$ cat config.mk
export PLATFORM = sky130hd
export DESIGN_NAME = game_round_controller
export DESIGN_NICKNAME = d
export VERILOG_FILES = /design/src/rtl/game_pkg.sv /design/src/rtl/game_round_controller_accum.sv /design/src/rtl/game_round_controller.sv
export SDC_FILE = /design/constraint.sdc
export NUM_CORES = 1
export LEC_CHECK = 0
export ABC_CLOCK_PERIOD_IN_PS = 3350
export CAP_MARGIN = 0
export CELL_PAD_IN_SITES_DETAIL_PLACEMENT = 1
export CELL_PAD_IN_SITES_GLOBAL_PLACEMENT = 2
export CORE_MARGIN = 2
export CORE_UTILIZATION = 31
export CTS_CLUSTER_DIAMETER = 100
export CTS_CLUSTER_SIZE = 40
export DETAILED_ROUTE_END_ITERATION = 8
export PLACE_DENSITY_LB_ADDON = 0.3
export RECOVER_POWER = 25
export SLEW_MARGIN = 20
export SYNTH_ARGS = -nofsm -noshare
export SYNTH_HDL_FRONTEND = slang
export SYNTH_SLANG_ARGS = --single-unit
$ cat constraint.sdc
create_clock -name clk_in -period 3.35 [get_ports clk_in]
set_clock_uncertainty 0.15 [all_clocks]
set_input_delay 0.67 -clock clk_in [delete_from_list [all_inputs] [get_ports clk_in]]
set_output_delay 0.67 -clock clk_in [all_outputs]
set_load 0.03 [all_outputs]
$ cat src/rtl/game_pkg.sv
// Shared types and field widths for the game round controller.
package game_pkg;

    typedef enum logic [1:0] {
        ST_IDLE      = 2'd0,
        ST_PLAYING   = 2'd1,
        ST_ROUND_END = 2'd2,
        ST_GAME_OVER = 2'd3
    } game_state_t;

    localparam int LIVES_W  = 4;
    localparam int DEPTH_W  = 8;
    localparam int HCOUNT_W = 11;
    localparam int VCOUNT_W = 10;
    localparam int PIXEL_W  = 16;

endpackage

$ cat src/rtl/game_round_controller_accum.sv
// Per-player collision accumulator: counts colliding pixels inside the goal
// window, latches a sticky hit per round and owns the player's lives.
module collision_accumulator
    import game_pkg::*;
#(
    parameter int GOAL_DEPTH          = 60,
    parameter int GOAL_DEPTH_DELTA    = 10,
    parameter int COLLISION_THRESHOLD = 64,
    parameter int START_LIVES         = 3
) (
    input  logic               clk_in,
    input  logic               rst_n_in,
    input  logic               init_in,       // game (re)start
    input  logic               playing_in,    // controller is in PLAYING
    input  logic               round_end_in,  // controller is in ROUND_END
    input  logic               new_frame_in,  // last valid pixel of the frame
    input  logic               data_valid_in,
    input  logic               is_person_in,
    input  logic               is_wall_in,
    input  logic [DEPTH_W-1:0] depth_in,      // pre-tick depth
    output logic [LIVES_W-1:0] lives_out,
    output logic               alive_out,
    output logic               survives_out   // alive after this round's penalty
);

    localparam int CNT_W  = $clog2(COLLISION_THRESHOLD + 1);
    localparam int WIN_LO = (GOAL_DEPTH > GOAL_DEPTH_DELTA) ? GOAL_DEPTH - GOAL_DEPTH_DELTA : 0;
    localparam int WIN_HI = GOAL_DEPTH + GOAL_DEPTH_DELTA;
    localparam logic [CNT_W-1:0]   CNT_THR   = CNT_W'(COLLISION_THRESHOLD);
    localparam logic [LIVES_W-1:0] LIVES_INI = LIVES_W'(START_LIVES);

    logic [CNT_W-1:0]   cnt_reg, cnt_next, cnt_sum;
    logic               hit_reg, hit_next;
    logic [LIVES_W-1:0] lives_reg, lives_next, lives_dec;
    logic               alive_reg, alive_next;
    logic               in_window, pixel_hit;

    assign in_window = (int'(depth_in) >= WIN_LO) && (int'(depth_in) <= WIN_HI);
    assign pixel_hit = playing_in & in_window & data_valid_in & is_person_in & is_wall_in & alive_reg;
    // Current pixel folded in so the frame's last pixel counts toward the verdict.
    assign cnt_sum   = (pixel_hit && (cnt_reg != CNT_THR)) ? cnt_reg + CNT_W'(1) : cnt_reg;
    assign lives_dec = (hit_reg && (lives_reg != '0)) ? lives_reg - LIVES_W'(1) : lives_reg;
    assign survives_out = (lives_dec != '0);
    assign lives_out    = lives_reg;
    assign alive_out    = alive_reg;

    // Next-state for counter, hit flag and lives.
    always_comb begin
        cnt_next   = cnt_reg;
        hit_next   = hit_reg;
        lives_next = lives_reg;
        alive_next = alive_reg;
        if (init_in) begin
            cnt_next   = '0;
            hit_next   = 1'b0;
            lives_next = LIVES_INI;
            alive_next = 1'b1;
        end else if (round_end_in) begin
            cnt_next   = '0;
            hit_next   = 1'b0;
            lives_next = lives_dec;
            alive_next = survives_out;
        end else if (playing_in) begin
            if (new_frame_in) begin
                if (cnt_sum >= CNT_THR) begin
                    hit_next = 1'b1;
                end
                cnt_next = '0;
            end else begin
                cnt_next = cnt_sum;
            end
        end
    end

    // Accumulator state registers.
    always_ff @(posedge clk_in or negedge rst_n_in) begin
        if (!rst_n_in) begin
            cnt_reg   <= '0;
            hit_reg   <= 1'b0;
            lives_reg <= '0;
            alive_reg <= 1'b0;
        end else begin
            cnt_reg   <= cnt_next;
            hit_reg   <= hit_next;
            lives_reg <= lives_next;
            alive_reg <= alive_next;
        end
    end

endmodule

$ cat src/rtl/game_round_controller.sv
// Multi-player round controller: pixel pass-through with collision flags,
// wall depth schedule, round/wall sequencing and lives tracking.
module game_round_controller
    import game_pkg::*;
#(
    parameter int SCREEN_WIDTH        = 1280,
    parameter int SCREEN_HEIGHT       = 720,
    parameter int NUM_PLAYERS         = 2,
    parameter int GOAL_DEPTH          = 60,
    parameter int GOAL_DEPTH_DELTA    = 10,
    parameter int MAX_WALL_DEPTH      = 75,
    parameter int MAX_FRAMES_PER_TICK = 15,
    parameter int MIN_FRAMES_PER_TICK = 2,
    parameter int COLLISION_THRESHOLD = 64,
    parameter int NUM_WALLS           = 8,
    parameter int START_LIVES         = 3,
    localparam int WIDX_W = (NUM_WALLS > 1) ? $clog2(NUM_WALLS) : 1
) (
    input  logic                           clk_in,
    input  logic                           rst_n_in,
    input  logic                           start_in,
    input  logic [HCOUNT_W-1:0]            hcount_in,
    input  logic [VCOUNT_W-1:0]            vcount_in,
    input  logic [PIXEL_W-1:0]             pixel_in,
    input  logic                           data_valid_in,
    input  logic [NUM_PLAYERS-1:0]         is_person_in,
    input  logic                           is_wall_in,
    output logic [HCOUNT_W-1:0]            hcount_out,
    output logic [VCOUNT_W-1:0]            vcount_out,
    output logic [PIXEL_W-1:0]             pixel_out,
    output logic                           data_valid_out,
    output logic                           is_wall_out,
    output logic [NUM_PLAYERS-1:0]         is_person_out,
    output logic [NUM_PLAYERS-1:0]         is_collision_out,
    output logic [DEPTH_W-1:0]             wall_depth_out,
    output logic [WIDX_W-1:0]              wall_idx_out,
    output logic                           wall_load_out,
    output logic [7:0]                     round_out,
    output logic [LIVES_W*NUM_PLAYERS-1:0] lives_out,
    output logic [NUM_PLAYERS-1:0]         player_alive_out,
    output logic [1:0]                     game_state_out
);

    localparam int FPT_W = $clog2(MAX_FRAMES_PER_TICK + 1);
    localparam logic [FPT_W-1:0]    FPT_MAX    = FPT_W'(MAX_FRAMES_PER_TICK);
    localparam logic [FPT_W-1:0]    FPT_MIN    = FPT_W'(MIN_FRAMES_PER_TICK);
    localparam logic [DEPTH_W-1:0]  DEPTH_LAST = DEPTH_W'(MAX_WALL_DEPTH - 1);
    localparam logic [WIDX_W-1:0]   WIDX_LAST  = WIDX_W'(NUM_WALLS - 1);
    localparam logic [HCOUNT_W-1:0] H_LAST     = HCOUNT_W'(SCREEN_WIDTH - 1);
    localparam logic [VCOUNT_W-1:0] V_LAST     = VCOUNT_W'(SCREEN_HEIGHT - 1);

    game_state_t          state_reg, state_next;
    logic [DEPTH_W-1:0]   depth_reg, depth_next;
    logic [FPT_W-1:0]     fpt_reg, fpt_next;
    logic [FPT_W-1:0]     frame_cnt_reg, frame_cnt_next;
    logic [7:0]           round_reg, round_next;
    logic [WIDX_W-1:0]    wall_idx_reg, wall_idx_next;
    logic                 wall_load_reg, wall_load_next;
    logic [NUM_PLAYERS-1:0] survives;
    logic                 new_frame, start_game;

    assign new_frame  = data_valid_in && (hcount_in == H_LAST) && (vcount_in == V_LAST);
    assign start_game = start_in && ((state_reg == ST_IDLE) || (state_reg == ST_GAME_OVER));

    // Pixel pipeline: one register stage, collisions deliberately ungated.
    always_ff @(posedge clk_in or negedge rst_n_in) begin
        if (!rst_n_in) begin
            hcount_out       <= '0;
            vcount_out       <= '0;
            pixel_out        <= '0;
            data_valid_out   <= 1'b0;
            is_wall_out      <= 1'b0;
            is_person_out    <= '0;
            is_collision_out <= '0;
        end else begin
            hcount_out       <= hcount_in;
            vcount_out       <= vcount_in;
            pixel_out        <= pixel_in;
            data_valid_out   <= data_valid_in;
            is_wall_out      <= is_wall_in;
            is_person_out    <= is_person_in;
            is_collision_out <= is_person_in & {NUM_PLAYERS{is_wall_in}};
        end
    end

    // Game FSM next-state plus depth/round/wall schedule.
    always_comb begin
        state_next     = state_reg;
        depth_next     = depth_reg;
        frame_cnt_next = frame_cnt_reg;
        fpt_next       = fpt_reg;
        round_next     = round_reg;
        wall_idx_next  = wall_idx_reg;
        wall_load_next = 1'b0;
        case (state_reg)
            ST_IDLE, ST_GAME_OVER: begin
                if (start_in) begin
                    state_next     = ST_PLAYING;
                    depth_next     = '0;
                    frame_cnt_next = '0;
                    fpt_next       = FPT_MAX;
                    round_next     = '0;
                    wall_idx_next  = '0;
                    wall_load_next = 1'b1;
                end
            end
            ST_PLAYING: begin
                if (new_frame) begin
                    if (frame_cnt_reg == fpt_reg - FPT_W'(1)) begin
                        frame_cnt_next = '0;
                        if (depth_reg >= DEPTH_LAST) begin
                            state_next = ST_ROUND_END;
                        end else begin
                            depth_next = depth_reg + DEPTH_W'(1);
                        end
                    end else begin
                        frame_cnt_next = frame_cnt_reg + FPT_W'(1);
                    end
                end
            end
            ST_ROUND_END: begin
                if (survives == '0) begin
                    state_next = ST_GAME_OVER;
                end else begin
                    state_next     = ST_PLAYING;
                    round_next     = (round_reg == 8'hFF) ? round_reg : round_reg + 8'd1;
                    wall_idx_next  = (wall_idx_reg == WIDX_LAST) ? '0 : wall_idx_reg + WIDX_W'(1);
                    fpt_next       = (fpt_reg > FPT_MIN) ? fpt_reg - FPT_W'(1) : FPT_MIN;
                    depth_next     = '0;
                    frame_cnt_next = '0;
                    wall_load_next = 1'b1;
                end
            end
            default: state_next = ST_IDLE;
        endcase
    end

    // Game FSM and schedule registers.
    always_ff @(posedge clk_in or negedge rst_n_in) begin
        if (!rst_n_in) begin
            state_reg     <= ST_IDLE;
            depth_reg     <= '0;
            frame_cnt_reg <= '0;
            fpt_reg       <= FPT_MAX;
            round_reg     <= '0;
            wall_idx_reg  <= '0;
            wall_load_reg <= 1'b0;
        end else begin
            state_reg     <= state_next;
            depth_reg     <= depth_next;
            frame_cnt_reg <= frame_cnt_next;
            fpt_reg       <= fpt_next;
            round_reg     <= round_next;
            wall_idx_reg  <= wall_idx_next;
            wall_load_reg <= wall_load_next;
        end
    end

    generate
        for (genvar gi = 0; gi < NUM_PLAYERS; gi++) begin : g_player
            collision_accumulator #(
                .GOAL_DEPTH          (GOAL_DEPTH),
                .GOAL_DEPTH_DELTA    (GOAL_DEPTH_DELTA),
                .COLLISION_THRESHOLD (COLLISION_THRESHOLD),
                .START_LIVES         (START_LIVES)
            ) u_accum (
                .clk_in        (clk_in),
                .rst_n_in      (rst_n_in),
                .init_in       (start_game),
                .playing_in    (state_reg == ST_PLAYING),
                .round_end_in  (state_reg == ST_ROUND_END),
                .new_frame_in  (new_frame),
                .data_valid_in (data_valid_in),
                .is_person_in  (is_person_in[gi]),
                .is_wall_in    (is_wall_in),
                .depth_in      (depth_reg),
                .lives_out     (lives_out[LIVES_W*gi +: LIVES_W]),
                .alive_out     (player_alive_out[gi]),
                .survives_out  (survives[gi])
            );
        end
    endgenerate

    assign wall_depth_out = depth_reg;
    assign wall_idx_out   = wall_idx_reg;
    assign wall_load_out  = wall_load_reg;
    assign round_out      = round_reg;
    assign game_state_out = state_reg;

endmodule

Word-level counts from Yosys, hierarchy flattened. Index checks and enable logic that the tools add are counted.

Word-level logic and storage cells: 153. Flip-flop bits (word level): 99. Output and inout bits: 75.

Eq/ne operators: 17. Reductions and logical operators: 29. Order comparisons: 6. Multiplexer cells: 61. $add $sub $neg: 9. Bitwise operators: 9.

Operators with widths (count): 7-bit 2-to-1 mux (10); 8-bit 2-to-1 mux (7); 4-bit 2-to-1 mux (13); 8-bit case mux with 3 select lines (1); 8-bit by 1-bit adder with 8-bit output (second input constant) (2); 1-bit 2-to-1 mux (16); 8-bit case mux with 2 select lines (1); 4-bit nonzero test (4); 7-bit by 1-bit adder with 7-bit output (second input constant) (2); 7-bit >= comparator (second input constant) (2); 2-bit inequality test (second input constant) (7); 7-bit inequality test (second input constant) (2); 4-bit case mux with 3 select lines (1); 3-bit AND reduction (4); 3-bit nonzero test (4); 4-bit by 1-bit subtractor with 4-bit output (second input constant) (3); 11-bit == test (second input constant) (1); 10-bit == test (second input constant) (1); 2-bit 2-to-1 mux (5); 3-bit 2-to-1 mux (3); 1-bit bitwise AND (8); 8-bit == test (second input constant) (1); 8-bit by 6-bit >= comparator with 1-bit output (second input constant) (1); 8-bit by 7-bit >= comparator with 1-bit output (second input constant) (1); other kinds (20) (31).

Logic depth before layout (Yosys ltp). Gate-level depths: netlist of the first run.

Word-level depth: 15. Mapped depth: 9.

Modules after synthesis. A second synthesis of the first run with hierarchy kept.

Cells, all modules: 488. Area total of the unflattened synthesis: 5098.6 um^2.

Modules (own cells, without submodules): game_round_controller (times used 1, sequential area each 1831.8 um^2, area each 3089.2 um^2, cells an instance 254); collision_accumulator (times used 2, sequential area each 325.3 um^2, area each 1004.7 um^2, cells an instance 117).

Worst setup path before layout of the first run. Ideal clock, no wire load.

Kind: reg-to-reg. From: register g_player[0].u_accum.lives_reg[0]. To: register state_reg[1] (netlist: game_state_out[1]). Library setup time: 0.104 ns. Cell stages (with the launch flop): 10. Slack: 0.722 ns. Arrival: 2.375 ns. Period minus slack after synthesis: 2.628 ns. Buffers on the path: 1. Cells stage by stage: dfrtp_1 > inv_1 > ha_1 > or3b_4 > a21oi_2 > o211ai_4 > or3_1 > buf_2 > and2_1 > o41ai_2.

Cells in the longest elaborated chain, start to end: 7. Elaborated cells between the ends (all ways): 8. Classes of those cells: add/sub (1); mux (3); reduce/logical (4).

RTL lines: start: declaration (line game_round_controller_accum.sv:34) `logic [LIVES_W-1:0] lives_reg, lives_next, lives_dec;`; start signal: assignment (line game_round_controller_accum.sv:85) `lives_reg <= lives_next;`; parallel branches: the longest is 2 deep, another holds 4-bit by 1-bit subtractor with 4-bit output; 4-bit 2-to-1 mux * (line game_round_controller_accum.sv:42) `assign lives_dec = (hit_reg && (lives_reg != '0)) ? lives_reg - LIVES_W'(1) : lives_reg;`; 4-bit nonzero test * (line game_round_controller_accum.sv:43) `assign survives_out = (lives_dec != '0);`; 2-bit logical NOT * (line game_round_controller.sv:122) `if (survives == '0) begin`; 2-bit 2-to-1 mux * (line game_round_controller.sv:122); 2-bit case mux with 3 select lines * (line game_round_controller.sv:95) `case (state_reg)`; end signal: assignment (line game_round_controller.sv:149) `state_reg <= state_next;`; end: declaration (line game_round_controller.sv:52) `game_state_t state_reg, state_next;`.

Mark *: on every way between the ends. A chain may end at the register's enable or synchronous reset.

Final worst setup path of the first run.
From: register g_player[0].u_accum.lives_reg[0]. To: register round_reg[0] (netlist: round_out[0]).

Cells in the longest elaborated chain, start to end: 7. Elaborated cells between the ends (all ways): 8. Classes of those cells: add/sub (1); eq/ne (1); mux (1); reduce/logical (5).

RTL lines: parallel branches: the longest is 2 deep, another holds 4-bit by 1-bit subtractor with 4-bit output; 4-bit 2-to-1 mux * (line game_round_controller_accum.sv:42); 4-bit nonzero test * (line game_round_controller_accum.sv:43); 2-bit logical NOT * (line game_round_controller.sv:122); 2-bit inequality test (no source line) *; 4-bit AND reduction (no source line) *; end signal: assignment (line game_round_controller.sv:153) `round_reg <= round_next;`; end: declaration (line game_round_controller.sv:56) `logic [7:0] round_reg, round_next;`.

Marked as above.

==> results.cfg, run 1 <==
[outcome]
status = finished, violations left
failed_checks = max-capacitance violations, max-slew violations

[power]
vdd_ir_drop_max_mv = 0.290
p_leak_nw = 2.64
pwr_density_cell_nw_per_um2 = 575

[critical_path]
worstReg2RegEnd = round_out[0]$_DFFE_PN0P_
timing.critical_path.arrival_ns = 3.07
reg2regPathDepth = 8
timing_worst_setup_path_type = reg -> reg
critical_path_required_ns = 3.43
setup.worst_path.start_class = flip-flop
rr_startpoint = g_player[0].u_accum.lives_out[0]$_DFFE_PN0N_
crit_path_end_kind = flip-flop
worst-r2r-setup-slack_ns = 0.36
crit_fanout = 16

[sta]
min_period_over_period = 0.893
grt_setup_unrepaired = false
worst_hold_slack_ns = 0.346
finalWorstSetupSlack_ns = 0.360
totalNegativeSetupSlack_ns = 0
report.final.hold_viol_count = 0
final.min_clock_period_ns = 2.99
maxClockFrequency_mhz = 334
timing.final.max_slew_violations = 61
timing_worst_slew_pin_value_ns = 1.56
worst_slew_margin_rel = -0.0432
setup_viol_count_final = 0

[die]
die_width_um = 126
io_pins = 119
initial_cell_density_of_the_core = 0.318
fp.dieH_um = 126
die_area_sq_um = 15900
floorplan.core_area_sq_um = 14600
row_count = 44

[cts]
h-tree-depth = 3
clkSlewWorstSetupHoldPaths_ns = 0.07
cts_resized = 0
insertion_delay_ns = 0.35
clock_path_buffers = 2
post_cts_setup_repair_bufs = 0
hold_buffers = 0
cts.root.buffer_cell = sky130_fd_sc_hd__clkbuf_16
cts.sink_count = 99
cts_inserted_buffers = 9
cts_tree = built

[logic_synthesis]
syn-cell-area_sq_um = 4630
post-synth-top-area-cell = sky130_fd_sc_hd__dfrtp_1
yosysTopAreaCellShare = 0.513
synth_area_per_cell_sq_um = 10.7
postSynth.asyncResetShare = 1.00
post_synth_main_area_contributors = sky130_fd_sc_hd__dfrtp_1 51%, sky130_fd_sc_hd__ha_1 4.6%, sky130_fd_sc_hd__o21ai_0 3.7%, sky130_fd_sc_hd__nand2_1 3.6%, sky130_fd_sc_hd__dfstp_2 2.3%
synth_ff_type = sky130_fd_sc_hd__dfrtp_1
yosysSeqAreaShare = 0.536
number_of_enable_flip_flop_cells_after_synthesis = 0
flop_and_latch_count_out_of_synthesis = 99
synth_fp_nets = 492
warnings_from_yosys = 0
synthDistinctLibCells = 68
synth_cells = 431

[placed_design]
gp_routability_congestion = 0.821
post_placement_worst_setup_slack_ns = 0.154
place_hpwl_um = 9990
port_buffers = 118
postPlaceCellArea_sq_um = 6070

[worst_hold_path]
number_of_cells_on_the_worst_hold_path = 2
worst_hold_path_type = reg -> reg
holdPathEnd = fpt_reg[3]$_DFFE_PN1P_
holdCritStartpoint = fpt_reg[3]$_DFFE_PN1P_

[global_routing]
wire_length_of_the_first_global_routing_pass_um = 22100
globalRouteOverflowTotal = 0
antenna_found_initial = 0
gr-usage-all-layers = 0.174
grt_pass1_vias = 4111
grt_max_degree = 62

[final_layout]
post_layout_util = 0.435
final_cell_mix = 95 x sky130_fd_sc_hd__dfrtp_1, 77 x sky130_fd_sc_hd__clkdlybuf4s50_1, 45 x sky130_fd_sc_hd__nand2_1
max_reg_flops = 16
most_common_library_cell_in_the_layout_ignoring_fill_and_taps = sky130_fd_sc_hd__dfrtp_1
final_layout_size_suffix_gt1_frac = 0.0870
finalInstanceArea_sq_um = 6350
syn_to_final_growth_pct = 37.0
insertedDiodeCount = 0
fin_nets = 619

[detailed_routing]
final_antenna_net_count = 0
drc = 0
drt_iter0_drc = 198
detail_route.wl_per_cell_um = 17.8
via_count = 3863
drt_pre_antenna_iters = 4
vias_per_cell = 5.17
drt-total-wl_um = 13300

[job]
drv.max_cap_violation_count = 1
[stage by stage]
| stage | total power (W) | cells |
|---|---|---|
| floorplan | 0.00215 | 431 |
| global placement | 0.00266 | 731 |
| detailed placement | 0.00270 | 731 |
| CTS | 0.00372 | 747 |
| global route | 0.00389 | 747 |
| finish | 0.00365 | 747 |
[worst max-delay path by stage]
stage                                                            start  slack (ns)  cells past startpoint                             to
after CTS                 g_player[0].u_accum.lives_out[1]$_DFFE_PN0N_        0.35                      8       round_out[0]$_DFFE_PN0P_
after floorplan           g_player[0].u_accum.lives_out[0]$_DFFE_PN0N_        0.72                      9  game_state_out[1]$_DFFE_PN0P_
final                     g_player[0].u_accum.lives_out[0]$_DFFE_PN0N_        0.36                      8       round_out[0]$_DFFE_PN0P_
after global routing                            fpt_reg[0]$_DFFE_PN1P_        0.18                      8  wall_depth_out[1]$_DFFE_PN0P_
after global placement                                    vcount_in[8]        0.29                      7   frame_cnt_reg[3]$_DFFE_PN0P_
after detailed placement                                  vcount_in[8]        0.15                      7  wall_depth_out[1]$_DFFE_PN0P_
[Yosys cell counts (4+ instances only)]
cell type,number
sky130_fd_sc_hd__nand2b_1,6
sky130_fd_sc_hd__and2_1,6
sky130_fd_sc_hd__ha_1,17
sky130_fd_sc_hd__o21ai_0,34
sky130_fd_sc_hd__or3_1,8
sky130_fd_sc_hd__mux2i_1,5
sky130_fd_sc_hd__and3_1,4
sky130_fd_sc_hd__a31oi_1,6
sky130_fd_sc_hd__buf_2,5
sky130_fd_sc_hd__xnor2_1,6
sky130_fd_sc_hd__nand2_1,45
sky130_fd_sc_hd__o211ai_1,5
sky130_fd_sc_hd__nand4_1,9
sky130_fd_sc_hd__inv_1,21
sky130_fd_sc_hd__nor2_1,21
sky130_fd_sc_hd__dfstp_2,4
sky130_fd_sc_hd__xor2_1,6
sky130_fd_sc_hd__o31ai_1,12
sky130_fd_sc_hd__nor3_1,9
sky130_fd_sc_hd__nand3_1,17
sky130_fd_sc_hd__a21oi_1,11
sky130_fd_sc_hd__clkbuf_1,4
sky130_fd_sc_hd__dfrtp_1,95
[routing by layer]
layer  vias to the layer above  global-route usage  part of all wire
li1                       1823                   -                 -
met1                      1975               0.215              0.43
met2                        53               0.306              0.53
met3                        12              0.0429             0.029
met4                         0              0.0414             0.011
met5                         -                   0                 0
[cell families after synthesis]
kind of cell | after synthesis | synth area share
AOI/OAI and AO/OA | 111 | 0.174
xor gates and xnor gates | 12 | 0.0227
adders and majority gates | 17 | 0.0459
buffers and inverters | 33 | 0.0297
DFF | 99 | 0.536
muxes | 6 | 0.0132
and+or+nand+nor | 153 | 0.179
[area by class of cell]
type,count,area (sq um)
clock buffers,11,243
repair buffers,128,1260
inverters,21,78.8
clock inverters,5,35.0
well taps,184,230
fillers,1632,8240
flip-flops and latches,99,2480
multi-input cells,299,2010
[worst max-delay path, cell delays in order, from the launching register on]
cell and delay (ns):
sky130_fd_sc_hd__dfrtp_1 0.41, sky130_fd_sc_hd__inv_1 0.10, sky130_fd_sc_hd__ha_1 0.25, sky130_fd_sc_hd__or3b_4 0.42, sky130_fd_sc_hd__a21oi_2 0.24, sky130_fd_sc_hd__o211ai_4 0.15
sky130_fd_sc_hd__o31ai_4 0.59, sky130_fd_sc_hd__a31o_2 0.24, sky130_fd_sc_hd__mux2_1 0.32
[power breakdown]
| part | internal, W | leakage, nW | switching [W] |
|---|---|---|---|
| clock | 0.000528 | 0.136 | 0.000463 |
| sequential | 0.00129 | 1.23 | 0.0000927 |
| combinational | 0.000465 | 1.27 | 0.000814 |
| total | 0.00228 | 2.64 | 0.00137 |
Note: power is estimated with default switching activity, not from simulation.
==> inputs of run 2 (changes only) <==
CTS_CLUSTER_DIAMETER = 200   (was 100)
==> results of run 2 <==
The final DEF is identical to that of run 1; final timing and power are the same.
